<file path="config.mk">
export PLATFORM = sky130hd
export DESIGN_NAME = uart_rx_frame
export DESIGN_NICKNAME = d
export VERILOG_FILES = /design/src/rtl/uart_rx_frame.sv
export SDC_FILE = /design/constraint.sdc
export NUM_CORES = 1
export LEC_CHECK = 0
export CAP_MARGIN = 20
export CORE_ASPECT_RATIO = 0.9
export CORE_MARGIN = 2
export CORE_UTILIZATION = 49
export DETAILED_ROUTE_END_ITERATION = 12
export HOLD_SLACK_MARGIN = 0.1
export PLACE_DENSITY = 0.74
export RECOVER_POWER = 50
export SLEW_MARGIN = 5
export SYNTH_ARGS = -nofsm -noshare
export SYNTH_HDL_FRONTEND = slang
export SYNTH_SLANG_ARGS = --single-unit
</file>
<file path="constraint.sdc">
create_clock -name clk -period 4 [get_ports clk]
set_clock_uncertainty 0.2 [all_clocks]
set_input_delay 0.8 -clock clk [delete_from_list [all_inputs] [get_ports clk]]
set_output_delay 0.8 -clock clk [all_outputs]
set_load 0.02 [all_outputs]
</file>
<file path="src/rtl/uart_rx_frame.sv">
// UART receiver with 16x oversampling, majority-vote bit sampling and a single-entry
// valid/ready holding register; parity, framing and overrun errors are sticky flags.
module uart_rx_frame #(
  parameter int DATA_BITS  = 8,
  parameter int PARITY_EN  = 1,
  parameter int PARITY_ODD = 0,
  parameter int DIV_W      = 16
) (
  input  logic                 clk,
  input  logic                 rst,
  input  logic                 rxd,
  input  logic [DIV_W-1:0]     baud_div,
  output logic [DATA_BITS-1:0] rx_data,
  output logic                 rx_valid,
  input  logic                 rx_ready,
  output logic                 parity_err,
  output logic                 frame_err,
  output logic                 overrun_err,
  input  logic                 err_clr,
  output logic                 busy,
  output logic [2:0]           dbg_state
);

  typedef enum logic [2:0] {
    S_IDLE   = 3'd0,
    S_START  = 3'd1,
    S_DATA   = 3'd2,
    S_PARITY = 3'd3,
    S_STOP   = 3'd4
  } state_t;

  state_t               r_state;
  state_t               w_next;
  logic                 r_sync1, r_sync2, r_rxd_d;
  logic [DIV_W-1:0]     r_tick_cnt;
  logic [3:0]           r_samp;
  logic [2:0]           r_bitcnt;
  logic                 r_s7, r_s8, r_maj;
  logic                 r_par_bad;
  logic [DATA_BITS-1:0] r_shift;
  logic [DATA_BITS-1:0] r_data;
  logic                 r_valid;
  logic                 r_perr, r_ferr, r_ovr;

  logic                 w_fall, w_tick, w_maj, w_par_exp;
  logic                 w_shift_en, w_par_en, w_commit, w_load;
  logic [DIV_W-1:0]     w_reload;

  // Two-flop synchronizer plus one delayed copy for falling-edge detection.
  always_ff @(posedge clk or posedge rst) begin
    if (rst) begin
      r_sync1 <= 1'b1;
      r_sync2 <= 1'b1;
      r_rxd_d <= 1'b1;
    end else begin
      r_sync1 <= rxd;
      r_sync2 <= r_sync1;
      r_rxd_d <= r_sync2;
    end
  end

  assign w_fall    = r_rxd_d & ~r_sync2;
  assign w_reload  = baud_div - DIV_W'(1);
  assign w_tick    = (r_state != S_IDLE) && (r_tick_cnt == '0);
  // Vote over ticks 7 and 8 (registered) and the live tick-9 sample.
  assign w_maj     = (r_s7 & r_s8) | (r_s7 & r_sync2) | (r_s8 & r_sync2);
  assign w_par_exp = (^r_shift) ^ 1'(PARITY_ODD);

  always_ff @(posedge clk or posedge rst) begin
    if (rst) r_state <= S_IDLE;
    else     r_state <= w_next;
  end

  always_comb begin
    w_next     = r_state;
    w_shift_en = 1'b0;
    w_par_en   = 1'b0;
    w_commit   = 1'b0;
    case (r_state)
      S_IDLE:   if (w_fall) w_next = S_START;
      S_START:  if (w_tick && r_samp == 4'd15) w_next = r_maj ? S_IDLE : S_DATA;
      S_DATA: begin
        if (w_tick && r_samp == 4'd15) begin
          w_shift_en = 1'b1;
          if (r_bitcnt == 3'(DATA_BITS - 1))
            w_next = (PARITY_EN != 0) ? S_PARITY : S_STOP;
        end
      end
      S_PARITY: begin
        if (w_tick && r_samp == 4'd15) begin
          w_par_en = 1'b1;
          w_next   = S_STOP;
        end
      end
      // Stop is judged at tick 9 so the FSM is back in IDLE before the next start edge.
      S_STOP: begin
        if (w_tick && r_samp == 4'd9) begin
          w_commit = 1'b1;
          w_next   = S_IDLE;
        end
      end
      default:  w_next = S_IDLE;
    endcase
  end

  always_ff @(posedge clk or posedge rst) begin
    if (rst) begin
      r_tick_cnt <= '0;
      r_samp     <= '0;
      r_bitcnt   <= '0;
      r_s7       <= 1'b1;
      r_s8       <= 1'b1;
      r_maj      <= 1'b1;
      r_par_bad  <= 1'b0;
      r_shift    <= '0;
    end else if (r_state == S_IDLE) begin
      r_tick_cnt <= w_reload;
      r_samp     <= '0;
      r_bitcnt   <= '0;
      r_par_bad  <= 1'b0;
    end else begin
      if (w_tick) begin
        r_tick_cnt <= w_reload;
        r_samp     <= r_samp + 4'd1;
      end else begin
        r_tick_cnt <= r_tick_cnt - DIV_W'(1);
      end
      if (w_tick && r_samp == 4'd7) r_s7  <= r_sync2;
      if (w_tick && r_samp == 4'd8) r_s8  <= r_sync2;
      if (w_tick && r_samp == 4'd9) r_maj <= w_maj;
      if (w_shift_en) begin
        r_shift  <= {r_maj, r_shift[DATA_BITS-1:1]};
        r_bitcnt <= r_bitcnt + 3'd1;
      end
      if (w_par_en) r_par_bad <= (r_maj != w_par_exp);
    end
  end

  // Handshake: a byte transfers on any cycle where rx_valid && rx_ready; rx_data is
  // stable while rx_valid is high, and a same-cycle commit refills the register.
  assign w_load = w_commit && (!r_valid || rx_ready);

  always_ff @(posedge clk or posedge rst) begin
    if (rst) begin
      r_data  <= '0;
      r_valid <= 1'b0;
      r_perr  <= 1'b0;
      r_ferr  <= 1'b0;
      r_ovr   <= 1'b0;
    end else begin
      if (w_load) begin
        r_data  <= r_shift;
        r_valid <= 1'b1;
      end else if (r_valid && rx_ready) begin
        r_valid <= 1'b0;
      end
      // Set has priority over a coincident clear.
      r_perr <= (w_commit && r_par_bad)             | (r_perr & ~err_clr);
      r_ferr <= (w_commit && !w_maj)                | (r_ferr & ~err_clr);
      r_ovr  <= (w_commit && r_valid && !rx_ready)  | (r_ovr  & ~err_clr);
    end
  end

  assign rx_data     = r_data;
  assign rx_valid    = r_valid;
  assign parity_err  = r_perr;
  assign frame_err   = r_ferr;
  assign overrun_err = r_ovr;
  assign busy        = (r_state != S_IDLE);
  assign dbg_state   = r_state;

endmodule
</file>
==> metrics.md <==
| Metric | Value |
|---|---|
| Synth Area in Simple Gates | roughly 16% |
| Reg2Reg Depth | 5 |
| Initial antenna violation count | 0 |
| FP Rows | 25 |
| Detail-routed via count per cell | 5.51 |
| Vias in the first global route | roughly 1900 |
| Final Max Slew Viols | 0 |
| Post-synth cell types | 42 |
| Clock power share | between 20% and 30% |
| Hold Startpoint | r_sync1$_DFF_PP1_ |
| Hold Crit Depth | 0 |
| Synth Area in Adders | about 4.0% |
| Total GRT Usage | ~17% |
| NetSw | ~360 uW |
| Slew @ Worst Pin | between 0.6 and 0.7 ns |
| Setup tns final | 0 ns |
| Vias | ~2000 |
| Total DRC errors in the routed layout | 0 |
| PortBufs | 36 |
| Fraction of layout cells with a size suffix above 1 | between 10% and 20% |
| Yosys warning count | 0 |
| First-pass GRT wire length | approximately 8.6 mm |
| Worst path arrival time | about 3.3 ns |
| Post-route cell area | 3320 um^2 |
| Crit-path max cell delay | around 0.62 ns |
| Wirelength per Cell | around 14 um |
| Post-cts repair resize count | 0 |
| Combinational power share | around 17% |
| Cell Pwr Density | around 390 nW/um^2 |
| Initial DRT Pass Iterations | 4 |
| Clock tree from TritonCTS | built |
| Worst setup path class | reg2reg |
| Die footprint | 6280 um^2 |
| Final Setup Violations | 0 |
| Max VDD drop | between 0.2 and 0.25 mV |
| Num ports | 37 |
| Reg2reg start | r_tick_cnt[10]$_DFF_PP0_ |
| Post-CTS Setup Bufs | 0 |
| Non-Filler Instances | between 300 and 400 |
| Max-Cap Viols | 0 |
| Drt initial violations | 71 |
| Reg-to-Reg End | rx_data[1]$_DFFE_PP0P_ |
| Max Fanout on Critical Path | 12 |
| Final hold violation count | 0 |
| Top_reg_cell synth | dfrtp_1 |
| Dpl hpwl | roughly 3.6 mm |
| Final design utilization | approximately 62% |
| Fmax | ~310 MHz |
| Critical Path Source | r_tick_cnt[10]$_DFF_PP0_ |
| FF+latch count, synth | 53 |
| Root buffer cell | clkbuf_8 |
| Post-Syn Nets | slightly below 300 |
| Register area share after synthesis | between 40% and 50% |
| Worst rel slew slack | a little over half |
| Clock Sinks | 53 |
| Pint | 925 uW |
| Crit end category | flop |
| Area leader, netlist | dfrtp_1 |
| Most frequent cells after synthesis | dfrtp_1 (47), nor2_1 (21), xnor2_1 (20), mux2_2 (19) |
| Synth top area cells | dfrtp_1 (42%), mux2_2 (7.7%), xnor2_1 (6.3%) |
| Count leader, synth | dfrtp_1 |
| Largest family of logic cells by synthesized area | simple AND/OR/NAND/NOR gates |
| Core area | about 5300 um^2 |
| Die width | between 80 and 90 um |
| Compound-gate portion of the synthesized area | 6.54% |
| Initial core utilization | between 50 and 60% |
| Worst path bufs/invs | 0 |
| Final min period | 3.25 ns |
| H-tree levels | 2 |
| Tcrit/Tclk final | slightly above 80% |
| Setup ws final | 0.746 ns |
| Req. time, crit path | about 4.0 ns |
| Die H | around 75 um |
| Worst hold endpoint | r_sync2$_DFF_PP1_ |
| Placed insts | ~360 |
| RSZ-0062 raised after global routing | false |
| Critical path launch point type | flop |
| Clock Pin Slew Worst Setup and Hold Paths | around 0.090 ns |
| Net Sw Frac | about 28% |
| Avg Inst Size Synth | ~11 um^2 |
| Setup WS pre-CTS | 0.940 ns |
| N_diodes | 0 |
| Power, Total | between 1 and 1.5 mW |
| Nets | about 330 |
| Hold Buf Count CTS | 0 |
| Pleak | roughly 1.5 nW |
| Sequential power share | around 54% |
| CP max stage cell | nor2b_1 |
| Synthesized instance count | 260 |
| Final wirelength | between 5 and 6 mm |
| CTS buffer count | 5 |
| HP Class | reg2reg |
| Largest net degree at the start of global routing | 54 |
| Multiplexer share of the synthesized area | 10.6% |
| Status | finished clean |
| Critical-path cell list | or4_1 > and4bb_1 > nand4_1 > nor2b_1 > mux2_2 |
| Netlist Area Pre-Place | 2770 um^2 |
| Antenna Nets Post-Route | 0 |
| Post-synth EDFFs | 0 |
| Synth top area share | between 40% and 50% |
| Synthesis-to-layout area growth | 19.7% |
| Asr flop ratio synth | 100% |
| Grt ovf | 0 |
| Post-Synth XOR/XNOR Area | 11.1% |
| Reg2Reg Setup Slack | around 0.75 ns |
| DP Area | about 3200 um^2 |
| GP Congestion | between 0.7 and 0.8 |
| Worst-Skew Late Latency | 0.31 ns |
| Final Hold Slack | 0.187 ns |
| CP delay by family, top | simple AND/OR/NAND/NOR gates |
| CTS Buffer Depth | 2 |
[logic make-up after synthesis]
group	after synthesis
muxes	27
adders and majority gates	9
DFF	53
AOI/OAI and AO/OA	28
buffers and inverters	23
xor gates and xnor gates	35
and+or+nand+nor	85
[power groups by stage]
stage                     logic, mW  registers (mW)  clock network, mW
after floorplan               0.160           0.678                  0
after global placement        0.210           0.693                  0
after detailed placement      0.215           0.695                  0
after CTS                     0.216           0.687              0.394
after global routing          0.244           0.698              0.410
final                         0.213           0.687              0.381
[per-layer routing]
| layer | part of all wire [%] | global-route usage [%] | vias up |
|---|---|---|---|
| met5 | 0 | 0 | - |
| met4 | 1.4 | 6.74 | 0 |
| met3 | 3.2 | 3.36 | 7 |
| met2 | 45 | 27.5 | 33 |
| met1 | 50 | 23.4 | 976 |
| li1 | - | - | 994 |
[state kept, by name, indices dropped and copies added, names as in the netlist]
register	count
r_s8	1
rx_data	8
r_maj	1
r_samp	4
r_sync2	1
r_s7	1
r_tick_cnt	16
r_bitcnt	3
dbg_state	3
r_shift	8
overrun_err	1
rx_valid	1
r_rxd_d	1
frame_err	1
parity_err	1
r_sync1	1
r_par_bad	1
[layout make-up]
type,instances,area (um^2)
fill,438,2030
multi-input combinational,184,1340
clock inverter,1,30.0
tap,67,83.8
clock buffer,7,86.3
timing repair buffer,39,395
inverter,14,52.6
sequential,53,1330
[cell usage in the layout, fill, tap and decap left out, types with 2 or more instances in the layout]
master           count
xor2_1              15
xnor2_1             20
mux2i_1              8
dfstp_1              2
dfrtp_1             47
o21ai_0              8
or4_1                4
nand3_1             11
buf_4                2
inv_1               14
dlygate4sd3_1        2
nor2_1              21
mux2_2              19
nor3_1               9
nor4_1               6
o22ai_1              3
or3_1                2
o31ai_1              3
a211oi_1             2
a21oi_1              4
ha_1                 8
nand2_1             15
nand4_1              6
dfstp_2              4
clkbuf_8             6
and3_1               2
nor2b_1              2
clkdlybuf4s50_1     34
a31oi_1              2
[worst max-delay path by stage]
stage | depth (start not counted) | endpoint | slack, ns
6_report | 5 | rx_data[1]$_DFFE_PP0P_ | 0.75
5_1_grt | 5 | rx_data[1]$_DFFE_PP0P_ | 0.52
4_1_cts | 5 | rx_data[1]$_DFFE_PP0P_ | 0.91
3_5_place_dp | 5 | rx_data[1]$_DFFE_PP0P_ | 0.94
3_3_place_gp | 5 | rx_data[2]$_DFFE_PP0P_ | 1.01
2_1_floorplan | 7 | r_tick_cnt[8]$_DFF_PP0_ | 1.58
[worst reg2reg max path, delay by kind of cell, from the launching register on]
| family | cells | cell delay (ns) |
|---|---|---|
| flops | 1 | 0.40 |
| mux | 1 | 0.42 |
| simple gates | 4 | 2.12 |
Note: power is estimated with default switching activity, not from simulation.
